$ cat src/rtl/ascon_input_loader.sv
// Serialises a parallel Ascon job MSB-first onto the core's share inputs, adds LFSR
// masking randomness, pulses encryption_start and waits for the core's ready flag.
module ascon_input_loader #(
  parameter int unsigned K         = 128,
  parameter int unsigned L         = 40,
  parameter int unsigned Y         = 40,
  parameter int unsigned START_LEN = 3,
  parameter logic [31:0] SEED      = 32'hACE1_2DB0
) (
  input  logic         clk,
  input  logic         rst,
  input  logic         load_valid_i,
  output logic         load_ready_o,
  input  logic [K-1:0] key_i,
  input  logic [127:0] nonce_i,
  input  logic [L-1:0] ad_i,
  input  logic [Y-1:0] pt_i,
  output logic [2:0]   keyxSI,
  output logic [2:0]   noncexSI,
  output logic [2:0]   associated_dataxSI,
  output logic [2:0]   plain_textxSI,
  output logic [6:0]   r_64xSI,
  output logic         r_128xSI,
  output logic         r_ptxSI,
  output logic         encryption_startxSI,
  input  logic         encryption_readyxSO,
  output logic         busy_o,
  output logic         done_o
);

  localparam int unsigned MAX_KL    = (K > L) ? K : L;
  localparam int unsigned MAX       = (MAX_KL > Y) ? MAX_KL : Y;
  localparam int unsigned CW        = (MAX > 1) ? $clog2(MAX) : 1;
  localparam int unsigned SW        = (START_LEN > 1) ? $clog2(START_LEN) : 1;
  localparam logic [31:0] LFSR_INIT = (SEED == 32'd0) ? 32'd1 : SEED;
  localparam logic [31:0] LFSR_MASK = 32'h8020_0003;

  // state   | meaning
  // S_IDLE  | ready for a new job
  // S_SHIFT | MAX cycles of MSB-first serial data
  // S_START | encryption_start held high for START_LEN cycles
  // S_WAIT  | waiting for the core's ready flag
  typedef enum logic [1:0] {S_IDLE, S_SHIFT, S_START, S_WAIT} state_t;

  state_t         r_state;
  state_t         w_state_nxt;
  logic [K-1:0]   r_key_sr;
  logic [127:0]   r_nonce_sr;
  logic [L-1:0]   r_ad_sr;
  logic [Y-1:0]   r_pt_sr;
  logic [CW-1:0]  r_shift_cnt;
  logic [SW-1:0]  r_start_cnt;
  logic [31:0]    r_lfsr;
  logic [31:0]    w_lfsr_nxt;
  logic           w_capture;
  logic           w_shift_tc;
  logic           w_start_tc;
  logic           w_in_shift;
  logic           w_core_done;

  assign load_ready_o = (r_state == S_IDLE);
  assign w_capture    = (r_state == S_IDLE) && load_valid_i;
  assign w_in_shift   = (r_state == S_SHIFT);
  assign w_shift_tc   = (r_shift_cnt == '0);
  assign w_start_tc   = (r_start_cnt == '0);
  assign w_core_done  = (r_state == S_WAIT) && encryption_readyxSO;
  assign w_lfsr_nxt   = r_lfsr[0] ? ((r_lfsr >> 1) ^ LFSR_MASK) : (r_lfsr >> 1);

  always_ff @(posedge clk) begin
    if (rst) r_state <= S_IDLE;
    else     r_state <= w_state_nxt;
  end

  always_comb begin
    w_state_nxt = r_state;
    unique case (r_state)
      S_IDLE:  if (load_valid_i)        w_state_nxt = S_SHIFT;
      S_SHIFT: if (w_shift_tc)          w_state_nxt = S_START;
      S_START: if (w_start_tc)          w_state_nxt = S_WAIT;
      S_WAIT:  if (encryption_readyxSO) w_state_nxt = S_IDLE;
      default:                          w_state_nxt = S_IDLE;
    endcase
  end

  // Both timers count down to a terminal count of zero.
  always_ff @(posedge clk) begin
    if (rst) begin
      r_shift_cnt <= '0;
      r_start_cnt <= '0;
    end else begin
      if (w_capture)                  r_shift_cnt <= CW'(MAX - 1);
      else if (w_in_shift && !w_shift_tc) r_shift_cnt <= r_shift_cnt - CW'(1);

      if (w_in_shift && w_shift_tc)   r_start_cnt <= SW'(START_LEN - 1);
      else if ((r_state == S_START) && !w_start_tc) r_start_cnt <= r_start_cnt - SW'(1);
    end
  end

  // Left-shifting zero-filled registers give zeros once a shorter field runs out.
  always_ff @(posedge clk) begin
    if (rst) begin
      r_key_sr   <= '0;
      r_nonce_sr <= '0;
      r_ad_sr    <= '0;
      r_pt_sr    <= '0;
    end else if (w_capture) begin
      r_key_sr   <= key_i;
      r_nonce_sr <= nonce_i;
      r_ad_sr    <= ad_i;
      r_pt_sr    <= pt_i;
    end else if (w_in_shift) begin
      r_key_sr   <= r_key_sr << 1;
      r_nonce_sr <= r_nonce_sr << 1;
      r_ad_sr    <= r_ad_sr << 1;
      r_pt_sr    <= r_pt_sr << 1;
    end
  end

  always_ff @(posedge clk) begin
    if (rst) r_lfsr <= LFSR_INIT;
    else     r_lfsr <= w_lfsr_nxt;
  end

  always_ff @(posedge clk) begin
    if (rst) begin
      keyxSI              <= '0;
      noncexSI            <= '0;
      associated_dataxSI  <= '0;
      plain_textxSI       <= '0;
      r_64xSI             <= '0;
      r_128xSI            <= 1'b0;
      r_ptxSI             <= 1'b0;
      encryption_startxSI <= 1'b0;
      busy_o              <= 1'b0;
      done_o              <= 1'b0;
    end else begin
      {r_128xSI, r_ptxSI, r_64xSI, keyxSI[2:1], associated_dataxSI[2:1],
       plain_textxSI[2:1], noncexSI[2:1]} <= r_lfsr[16:0];
      keyxSI[0]             <= w_in_shift && r_key_sr[K-1];
      noncexSI[0]           <= w_in_shift && r_nonce_sr[127];
      associated_dataxSI[0] <= w_in_shift && r_ad_sr[L-1];
      plain_textxSI[0]      <= w_in_shift && r_pt_sr[Y-1];
      encryption_startxSI   <= (r_state == S_START);
      done_o                <= w_core_done;
      if (w_capture)        busy_o <= 1'b1;
      else if (w_core_done) busy_o <= 1'b0;
    end
  end

endmodule

$ cat config.mk
export PLATFORM = sky130hd
export DESIGN_NAME = ascon_input_loader
export DESIGN_NICKNAME = d
export VERILOG_FILES = /design/src/rtl/ascon_input_loader.sv
export SDC_FILE = /design/constraint.sdc
export NUM_CORES = 1
export LEC_CHECK = 0
export CORE_MARGIN = 2
export CORE_UTILIZATION = 46
export DETAILED_ROUTE_END_ITERATION = 10
export PLACE_DENSITY = 0.84
export SLEW_MARGIN = 40
export SYNTH_ARGS = -nofsm -noshare
export SYNTH_HDL_FRONTEND = slang
export SYNTH_SLANG_ARGS = --single-unit
$ cat constraint.sdc
create_clock -name clk -period 1.6 [get_ports clk]
set_input_delay 0.4 -clock clk [delete_from_list [all_inputs] [get_ports clk]]
set_output_delay 0.4 -clock clk [all_outputs]
set_load 0.02 [all_outputs]
# == Word level (Yosys, flattened, before mapping) ==
# Index checks and enable logic that the tools add are counted.
# Widths: inputs -> output; s select.
# classes
mux,20
n_eq_ne,7
div_mod_pow,0
n_shift,0
n_reduce_logical,20
multipliers,0
bitwise_logic,1
n_lt_le_gt_ge,0
add_sub_neg,2
# op_table
op,n
$mux 128,4
$mux 40,4
$mux 32,1
$mux 7,2
$mux 2,6
$logic_and 1x1->1,9
$ne 2x2->1 const B,4
$pmux 2 s4,1
$reduce_bool 2->1,4
$logic_not 7->1,1
$sub 7x1->7 const B,1
$eq 2x2->1 const B,2
$logic_not 2->1,2
$not 3->4,1
$reduce_and 4->1,1
$eq 2x1->1 const B,1
$logic_not 1->1,2
$mux 1,2
$reduce_or 2->1,1
$sub 2x1->2 const B,1
# word_totals
rom_bits,0
latchBits,0
ff_bits,403
elab_cells,69
out_inout_bits,25
input_bits,340
ram_bits,0
memories,0

# == Logic depth before layout (Yosys ltp) ==
# Gate-level depths: netlist of the first run.
# logic_depth
ltp_word,5
ltp_mapped,7
depth_no_buf,6

# == Worst setup path after synthesis of the first run ==
# OpenSTA, ideal clock, no wires.
# synth_timing
kind,register -> register
start,reg r_state[0]
end,reg r_nonce_sr[104]
setup_time_ps,137
arrival_ps,1551
stages_incl_launch_ff,7
slack_ps,-89
required_ps,1463
cell_sequence,dfxtp_1 -> inv_1 -> ha_1 -> nand2_1 -> clkbuf_1 -> buf_1 -> a211oi_1
# synth_via
elab_chain_cells,3
elab_cells_between_ends,5
# synth_rtl
item,line,source
from (decl),45,state_t r_state;
from (signal assigned),71,else r_state <= w_state_nxt;
$logic_not 2->1 (*),--,
net load_ready_o,13,"output logic load_ready_o,"
$logic_and 1x1->1 (*),62,assign w_capture = (r_state == S_IDLE) && load_valid_i;
$mux 128 / $reduce_bool 2->1 (equally long branches),--,
to (signal assigned),108,r_nonce_sr <= nonce_i;
to (signal assigned),113,r_nonce_sr <= r_nonce_sr << 1;
to (decl),48,logic [127:0] r_nonce_sr;
# Mark *: on every way through the listed nets, which the timed path passes. The rest lies on a longest branch.
# A chain may end at the register's enable or synchronous reset.

# == Final worst setup path of the first run ==
# layout_timing
start,reg r_state[1]
end,reg r_nonce_sr[103]
# layout_via
elab_chain_cells,3
elab_cells_between_ends,5
# layout_rtl
item,line
$logic_not 2->1,62
$logic_and 1x1->1,62
$mux 128 / $reduce_bool 2->1 (equally long branches),--
# Parallel ways exist; a longest one is shown, timed or not.

==> run metrics, run 1 <==
Slew @ Worst Pin=0.443 ns; CTS root buf=clkbuf_16; critical path class=flip-flop to flip-flop; Detailed Place HPWL=29.5 mm; Top Ports=365; starting density of the core=46.9%; failing checks=setup timing; pwr/cell area=1860 nW/µm²; H-tree depth=2; crit path max fanout=7; wire per inst=22.3 µm; worst skew pair latency=0.55 ns; design area=26300 µm²; largest net degree at the start of global routing=76; Yosys cell types=36; Core Footprint=35700 µm²; post-synth top area share=47.4%; initial antenna violation count=3; Reg2Reg Setup Slack=-0.27 ns; GPL Wtd Cong=0.844; global-route wire length before repair=76.7 mm; post-synth top area cell=dfxtp_1; Final Setup Violations=250; sequential-to-total area share from yosys stat=47.4%; RSZ-0062 raised after global routing=true; worst clock skew=0.0135 ns; cts hold-fix bufs=0; hold path start=rst; area grow syn2layout=57.5%; most frequent cells after synthesis=dfxtp_1 (396), nor2_1 (338), a211oi_1 (334); dpl ws=-0.371 ns; Lkg Pwr=0.00958 µW; DRC Markers=0; dpl cell area=21200 µm²; All-Layer GR Usage=24.7%; PnR worst setup slack=-0.266 ns; Synth Cell Area=16700 µm²; PortBufs=364; Synthesized Nets=2026; die area=37900 µm²; Fin. Hold Viols=0; Hold Slack=0.245 ns; critical path endpoint=r_nonce_sr[103]; Final Core Density=73.9%; CTS tree=done; fmax=0.536 GHz; PnR Total Power=48900 µW; DRT iter0 DRCs=733; top_reg_cell synth=dfxtp_1; worst setup path start=r_state[1]; Die X-Extent=195 µm; relative slew slack=70.5%; max-slew violation count=0; number of synthesized flops with an enable pin=0; worst endpoint required time=2.02 ns; vias in the first global route=15.0k; Core Rows=69; CP endpoint kind=flip-flop; Async S/R FF share, synth=0%; total number of vias=15.2k; TritonCTS buffer count=42; Gate Count Post-Synth=1679; critical register-to-register path startpoint=r_state[1]; die height=195 µm; most common cell in the netlist=dfxtp_1; fraction of layout cells with a size suffix above 1=28.1%; Worst-path clk slew=0.06 ns; status=finished with violations; Max VDD drop=1060 µV; FF-to-FF path depth=9; Max Cap Viol=0; DR vias/cell=5.85; worst r2r dst=r_nonce_sr[103]; Mean Syn Cell Area=9.96 µm²; 1st-pass router iterations=5; fin crit share=117%; Final Critical Period=1.87 ns; path type of the worst min-delay path=input port to flip-flop; nets=2457; arrival time worst endpoint=2.28 ns; Worst setup SP type=flip-flop; ranking of synthesized cells by area=dfxtp_1 (47%), mux2i_1 (20%), a211oi_1 (15%); synth warn=0; #FFs+latches synth=396; final WL=58.1 mm; GRT overflow=0; CTS Buffer Depth=3; CTS sink cnt=396; antenna viol nets, final=0
## metal layers
metal  part of all wire, %  global-route usage (%)  vias up
met4                   5.1                    11.2        0
met3                   5.7                    4.79      211
met2                    51                    42.9      630
met5                     0                       0        -
met1                    38                    29.5     7479
li1                      -                       -     6902
## placed cells by master, fill, tap and decap left out, types with 38 or more instances in the layout
cell type / synthesis / layout
a211oi_1: 334 / 174
buf_4: 8 / 51
nor2_2: 0 / 38
clkbuf_16: 0 / 71
buf_12: 0 / 39
mux2i_1: 332 / 246
nor2_1: 338 / 290
dfxtp_1: 396 / 394
mux2i_2: 0 / 57
a211oi_2: 0 / 159
clkdlybuf4s50_1: 0 / 338
## layout make-up
cell class                 instances  area [µm²]
antenna                            3        7.51
clock buffer                      62        1260
clock inverter                    11         208
fill                            2120        9310
inverter                           8        32.5
multi-input combinational       1113        9520
sequential                       396        7930
tap                              461         577
timing repair buffer             549        6810
## critical path: stages, from the launching register on
cell       delay, ns
dfxtp_2         0.34
inv_2           0.06
ha_4            0.18
buf_6           0.13
nand2_8         0.11
buf_12          0.15
clkbuf_16       0.20
buf_16          0.15
nor2_1          0.05
a211oi_1        0.35
## logic make-up after synthesis
group           share of synthesized area, %
simple gates                            10.3
flops                                   47.4
compound gates                          15.8
mux                                     19.9
buf+inv                                 5.72
fa+ha+maj                              0.524
xor+xnor                               0.314
## state kept, by name (all words and copies together) (netlist names), 2 cells and up
register,flops
r_shift_cnt,7
noncexSI,3
r_start_cnt,2
r_lfsr,32
r_pt_sr,40
r_ad_sr,40
r_nonce_sr,128
associated_dataxSI,2
r_key_sr,128
plain_textxSI,2
r_state,2
keyxSI,2
r_64xSI,5
## worst min path at each step
stage                     cells past startpoint  slack [ns]            end
final                                         2        0.24  r_nonce_sr[0]
after global routing                          2        0.24  r_nonce_sr[0]
after CTS                                     2        0.20  r_nonce_sr[0]
after detailed placement                      1        0.40     r_lfsr[22]
after global placement                        1        0.40     r_lfsr[26]
after floorplan                               1        0.39     r_lfsr[16]
## report_power, final
part	switching [µW]	internal, µW	total, µW	leakage [µW]
logic	10400	12500	22900	0.00558
clock network	4110	6250	10400	0.000711
registers	2550	13100	15700	0.00328
total	17100	31900	48900	0.00958
## through the flow
step / TNS (ns) / std cells
2_1_floorplan: 0 / 1679
3_3_place_gp: -63.13 / 2443
3_5_place_dp: -71.26 / 2443
4_1_cts: -4.96 / 2557
5_1_grt: -31.44 / 2603
6_report: -12.42 / 2603
## what timing repair did
item | 4_1_cts | 5_1_grt
cloned | 21 | 30
setup endpoints to repair | 361 | 356
pin swaps | 67 | 109
gates resized for setup | 171 | 402
buffers inserted | 20 | 19
Note: power is estimated with default switching activity, not from simulation.
==> run 2: changes to the inputs <==
Settings changed: CORE_UTILIZATION 46 to 43, PLACE_DENSITY 0.84 to 0.79.
==> run metrics, run 2 (same netlist as run 1, synthesis figures left out) <==
DRT iter0 DRCs=563 (was 733); GRT overflow=0 (unchanged); Top delay family on crit path=buffers and inverters (unchanged); 1st-pass router iterations=5 (unchanged); failing checks=setup timing (unchanged); Detailed Place HPWL=29.2 mm (was 29.5 mm); initial antenna violation count=0 (was 3); global-route wire length before repair=69.3 mm (was 76.7 mm); Finished Layout Cells=2608 (was 2603); worst r2r dst=r_ad_sr[20] (was r_nonce_sr[103]); Buf+Inv Stages, Crit Path=4 (was 5); Top Ports=365 (unchanged); DR vias/cell=5.38 (was 5.85); Cell Chain, Critical Path=inv_2 -> buf_6 -> ha_4 -> buf_12 -> buf_16 -> mux2i_1 -> a211oi_1 (was inv_2 -> ha_4 -> buf_6 -> nand2_8 -> buf_12 -> clkbuf_16 -> buf_16 -> nor2_1 -> a211oi_1); most common cell after layout, fill and taps aside=dfxtp_1 (unchanged); area grow syn2layout=46.2% (was 57.5%); Core Footprint=38600 µm² (was 35700 µm²); fmax=0.584 GHz (was 0.536 GHz); starting density of the core=43.4% (was 46.9%); relative slew slack=72.8% (was 70.5%); cts hold-fix bufs=0 (unchanged); status=finished with violations (unchanged); wire per inst=18.5 µm (was 22.3 µm); CTS tree=done (unchanged); critical path class=flip-flop to flip-flop (unchanged); fin crit share=107% (was 117%); Die X-Extent=201 µm (was 195 µm); PnR worst setup slack=-0.112 ns (was -0.266 ns); worst endpoint required time=2.03 ns (was 2.02 ns); die height=201 µm (was 195 µm); pwr/cell area=1780 nW/µm² (was 1860 nW/µm²); CTS Buffer Depth=3 (unchanged); most frequent cells in the layout=dfxtp_1 (394), clkdlybuf4s50_1 (338), nor2_1 (335), mux2i_1 (279), a211oi_1 (271) (was dfxtp_1 (394), clkdlybuf4s50_1 (338), nor2_1 (290), mux2i_1 (246), a211oi_1 (174)); die area=40500 µm² (was 37900 µm²); CTS sink cnt=396 (unchanged); FF-to-FF path depth=7 (was 9); max-slew violation count=0 (unchanged); total number of vias=14.0k (was 15.2k); TritonCTS buffer count=42 (unchanged); path type of the worst min-delay path=input port to flip-flop (unchanged); Final Setup Violations=98 (was 250); RSZ-0062 raised after global routing=true (unchanged); largest net degree at the start of global routing=63 (was 76); PortBufs=364 (unchanged); Slowest Stage Delay on Critical Path=0.33 ns (was 0.35 ns); # diodes=0 (was 3); CP endpoint kind=flip-flop (unchanged); Reg2Reg Setup Slack=-0.11 ns (was -0.27 ns); Worst setup SP type=flip-flop (unchanged); Max Cap Viol=0 (unchanged); H-tree depth=2 (unchanged); worst skew pair latency=0.57 ns (was 0.55 ns); Crit-path slowest cell=dfxtp_2 (was a211oi_1); CTS root buf=clkbuf_16 (unchanged); Lkg Pwr=0.00894 µW (was 0.00958 µW); fraction of layout cells with a size suffix above 1=18.1% (was 28.1%); final WL=48.3 mm (was 58.1 mm); worst clock skew=0.0202 ns (was 0.0135 ns); Max VDD drop=1030 µV (was 1060 µV); Fin. Hold Viols=0 (unchanged); top flop regs=r_key_sr x128, r_nonce_sr x128 (unchanged); crit path max fanout=24 (was 7); nets=2406 (was 2457); Hold Crit Endpoint=r_key_sr[23] (was r_nonce_sr[0]); Slew @ Worst Pin=0.408 ns (was 0.443 ns); vias in the first global route=13.7k (was 15.0k); hold depth=2 (unchanged); critical register-to-register path startpoint=r_state[1] (unchanged); Core Rows=72 (was 69); All-Layer GR Usage=20.6% (was 24.7%); hold path start=rst (unchanged); arrival time worst endpoint=2.14 ns (was 2.28 ns); Final Critical Period=1.71 ns (was 1.87 ns); GPL Wtd Cong=0.810 (was 0.844); Final Core Density=63.4% (was 73.9%); Worst-path clk slew=0.06 ns (about the same); antenna viol nets, final=0 (unchanged); DRC Markers=0 (unchanged); # placed instances=2493 (was 2443)
run 2: changes by cell type in the layout (fill, tap and decap cells not counted), sizes merged:
cell           change
buf               -47
clkbuf             -7
clkinv             +7
bufinv             -3
diode              -3
bufbuf             -2
clkdlybuf4s15      +2
inv                +2
clkinvlp           -1
run 2: stage by stage:
stage | TNS, ns | hold WS (ns) | total power, µW | instance area (µm²) | worst slack (ns)
floorplan | 0 | 0.389 | 24800 | 16700 | 0.0101
global placement | -79.04 | 0.396 | 28400 | 21200 | -0.394
detailed placement | -83.68 | 0.396 | 28900 | 21200 | -0.419
CTS | -0.834 | 0.246 | 39400 | 22800 | -0.0691
global route | -25.10 | 0.254 | 45600 | 24400 | -0.194
finish | -2.11 | 0.262 | 43400 | 24400 | -0.112
run 2: how the worst max path moves through the flow:
stage / end / slack, ns / cells past startpoint / from
2_1_floorplan: r_state[0] / 0.01 / 6 / r_state[0]
6_report: r_ad_sr[20] / -0.11 / 7 / r_state[1]
3_5_place_dp: r_state[0] / -0.42 / 5 / load_valid_i
4_1_cts: load_ready_o / -0.07 / 3 / r_state[0]
5_1_grt: r_ad_sr[20] / -0.19 / 7 / r_state[1]
3_3_place_gp: r_state[0] / -0.39 / 5 / load_valid_i
run 2: layout make-up:
cell class	instances	area, µm²
clock buffers	59	1220
clock inverters	16	159
fillers	2896	14100
inverters	8	30.0
multi-input cells	1113	8600
flip-flops and latches	396	7930
well taps	518	648
repair buffers	498	5850
run 2: report_power, final:
part	leakage [µW]	internal, µW	total (µW)	switching [µW]
Clock	0.000688	5680	9710	4030
Sequential	0.00328	13100	15200	2110
Combinational	0.00497	9940	18400	8490
Total	0.00894	28800	43400	14600
run 2: metal layers:
metal | GRT usage (%) | vias up | part of all wire, % | wire length [µm]
li1 | - | 6820 | - | -
met1 | 25.4 | 6765 | 42 | 20400
met2 | 35.7 | 355 | 50 | 24300
met3 | 4.75 | 93 | 4.9 | 2380
met4 | 6.62 | 0 | 2.6 | 1260
met5 | 0 | - | 0 | 0
run 2: repair_timing:
action,in CTS,in global routing
endpoints found under the setup margin,56,339
cloned,2,32
pin swaps,49,45
setup buffers,3,3
resized for setup,122,179
==> run 3: changes to the inputs <==
Settings changed: REMOVE_ABC_BUFFERS from default to 1.
==> run metrics, run 3 (same netlist as run 1, synthesis figures left out) <==
hold depth=2 (unchanged); arrival time worst endpoint=2.13 ns (was 2.14 ns); most frequent cells in the layout=dfxtp_1 (394), clkdlybuf4s50_1 (338), nor2_1 (332), mux2i_1 (302), a211oi_1 (266) (was dfxtp_1 (394), clkdlybuf4s50_1 (338), nor2_1 (335), mux2i_1 (279), a211oi_1 (271)); PortBufs=364 (unchanged); starting density of the core=43.4% (unchanged); GPL Wtd Cong=0.869 (was 0.810); worst skew pair latency=0.55 ns (was 0.57 ns); design area=24500 µm² (was 24400 µm²); fmax=0.590 GHz (was 0.584 GHz); cell internal pwr=29400 µW (was 28800 µW); hold path start=rst (unchanged); Cell Chain, Critical Path=inv_2 -> ha_4 -> buf_6 -> nand2_8 -> buf_16 -> bufbuf_16 -> a211oi_1 (was inv_2 -> buf_6 -> ha_4 -> buf_12 -> buf_16 -> mux2i_1 -> a211oi_1); Slew @ Worst Pin=0.448 ns (was 0.408 ns); Max Cap Viol=0 (unchanged); Core Footprint=38600 µm² (unchanged); nets=2415 (was 2406); top flop regs=r_key_sr x128, r_nonce_sr x128 (unchanged); CP endpoint kind=flip-flop (unchanged); Final Core Density=63.5% (was 63.4%); fin crit share=106% (was 107%); combinational power share=41.8% (was 42.5%); fraction of layout cells with a size suffix above 1=16.9% (was 18.1%); 1st-pass router iterations=5 (unchanged); FF-to-FF path depth=7 (unchanged); path type of the worst min-delay path=input port to flip-flop (unchanged); CTS root buf=clkbuf_16 (unchanged); PnR worst setup slack=-0.0952 ns (was -0.112 ns); DRC Markers=0 (unchanged); DR vias/cell=5.37 (was 5.38); critical register-to-register path startpoint=r_state[1] (unchanged); CTS tree=done (unchanged); TritonCTS buffer count=42 (unchanged); worst endpoint required time=2.04 ns (was 2.03 ns); Final Setup Violations=154 (was 98); setup total negative slack=-4.49 ns (was -2.11 ns); Top Ports=365 (unchanged); PnR Total Power=43700 µW (was 43400 µW); crit path max fanout=20 (was 24); largest net degree at the start of global routing=66 (was 63); critical path class=flip-flop to flip-flop (unchanged); Max VDD drop=1020 µV (was 1030 µV); Reg2Reg Setup Slack=-0.1 ns (was -0.11 ns); max-slew violation count=0 (unchanged); die height=201 µm (unchanged); global-route wire length before repair=73.8 mm (was 69.3 mm); H-tree depth=2 (unchanged); die area=40500 µm² (unchanged); RSZ-0062 raised after global routing=true (unchanged); cts hold-fix bufs=0 (unchanged); area grow syn2layout=46.3% (was 46.2%); initial antenna violation count=1 (was 0); final WL=47.5 mm (was 48.3 mm); Crit-path slowest cell=dfxtp_2 (unchanged); switching fraction of total power=32.8% (was 33.7%); Detailed Place HPWL=29.7 mm (was 29.2 mm); DRT iter0 DRCs=719 (was 563); Lkg Pwr=0.00902 µW (was 0.00894 µW); dpl cell area=21200 µm² (about the same); Worst setup SP type=flip-flop (unchanged); clock power share=23.5% (was 22.4%); Worst-path clk slew=0.06 ns (about the same); worst clock skew=0.0147 ns (was 0.0202 ns); vias in the first global route=14.4k (was 13.7k); pwr/cell area=1790 nW/µm² (was 1780 nW/µm²); switching pwr=14300 µW (was 14600 µW); failing checks=setup timing (unchanged); wire per inst=18.1 µm (was 18.5 µm); All-Layer GR Usage=22.1% (was 20.6%); relative slew slack=70.1% (was 72.8%); antenna viol nets, final=0 (unchanged); Die X-Extent=201 µm (unchanged); GRT overflow=0 (unchanged); most common cell after layout, fill and taps aside=dfxtp_1 (unchanged); Slowest Stage Delay on Critical Path=0.33 ns (about the same); Seq pwr share=34.6% (was 35.1%); Fin. Hold Viols=0 (unchanged); status=finished with violations (unchanged); CTS Buffer Depth=3 (unchanged); total number of vias=14.1k (was 14.0k); Core Rows=72 (unchanged); Hold Crit Endpoint=r_64xSI[0] (was r_key_sr[23]); worst r2r dst=r_key_sr[110] (was r_ad_sr[20]); Final Critical Period=1.70 ns (was 1.71 ns); CTS sink cnt=396 (unchanged)
run 3: worst max path at each step:
stage | from | endpoint | slack [ns] | depth (start not counted)
5_1_grt | r_state[1] | r_shift_cnt[2] | -0.16 | 9
3_3_place_gp | load_valid_i | r_state[0] | -0.28 | 5
2_1_floorplan | r_state[1] | r_shift_cnt[0] | -11.84 | 5
4_1_cts | r_state[0] | load_ready_o | -0.09 | 3
6_report | r_state[1] | r_key_sr[110] | -0.1 | 7
3_5_place_dp | load_valid_i | r_ad_sr[30] | -0.33 | 7
run 3: final cells by class:
cell class / count / area [µm²]
tap: 518 / 648
fill: 2896 / 14100
antenna: 1 / 2.50
multi-input combinational: 1114 / 8500
clock buffer: 64 / 1250
timing repair buffer: 506 / 5900
inverter: 8 / 32.5
sequential: 396 / 7930
clock inverter: 10 / 206
run 3: per-stage QoR:
step | setup slack (ns) | hold slack (ns) | instances
2_1_floorplan | -11.84 | 0.389 | 1517
3_3_place_gp | -0.278 | 0.394 | 2499
3_5_place_dp | -0.332 | 0.398 | 2499
4_1_cts | -0.0895 | 0.227 | 2598
5_1_grt | -0.165 | 0.258 | 2617
6_report | -0.0952 | 0.255 | 2617
run 3: power groups by stage:
stage	Combinational [µW]	Clock [µW]	Sequential [µW]
2_1_floorplan	3280	0	11300
3_3_place_gp	13600	0	14900
3_5_place_dp	14000	0	15100
4_1_cts	16200	10500	14900
5_1_grt	19600	10800	15500
6_report	18300	10300	15100
run 3: worst max-delay path, delay by kind of cell (launching register included):
family	cells	cell delay, ns
compound gates	1	0.25
fa+ha+maj	1	0.16
buf+inv	4	0.72
flops	1	0.33
simple gates	1	0.12
run 3: repair_timing:
action | 4_1_cts | 5_1_grt
buffers inserted | 12 | 4
gates resized for setup | 142 | 116
pin swaps | 33 | 37
setup endpoints to repair | 355 | 344
hold endpoints to repair | 0 | 0
cloned | 14 | 14
run 3: routing by layer:
metal | GRT usage [%] | up-vias | part of all wire (%)
met5 | 0 | - | 0
met4 | 7.25 | 0 | 2.6
met3 | 3.39 | 89 | 5.4
met2 | 37.9 | 406 | 49
met1 | 28.4 | 6727 | 43
li1 | - | 6828 | -
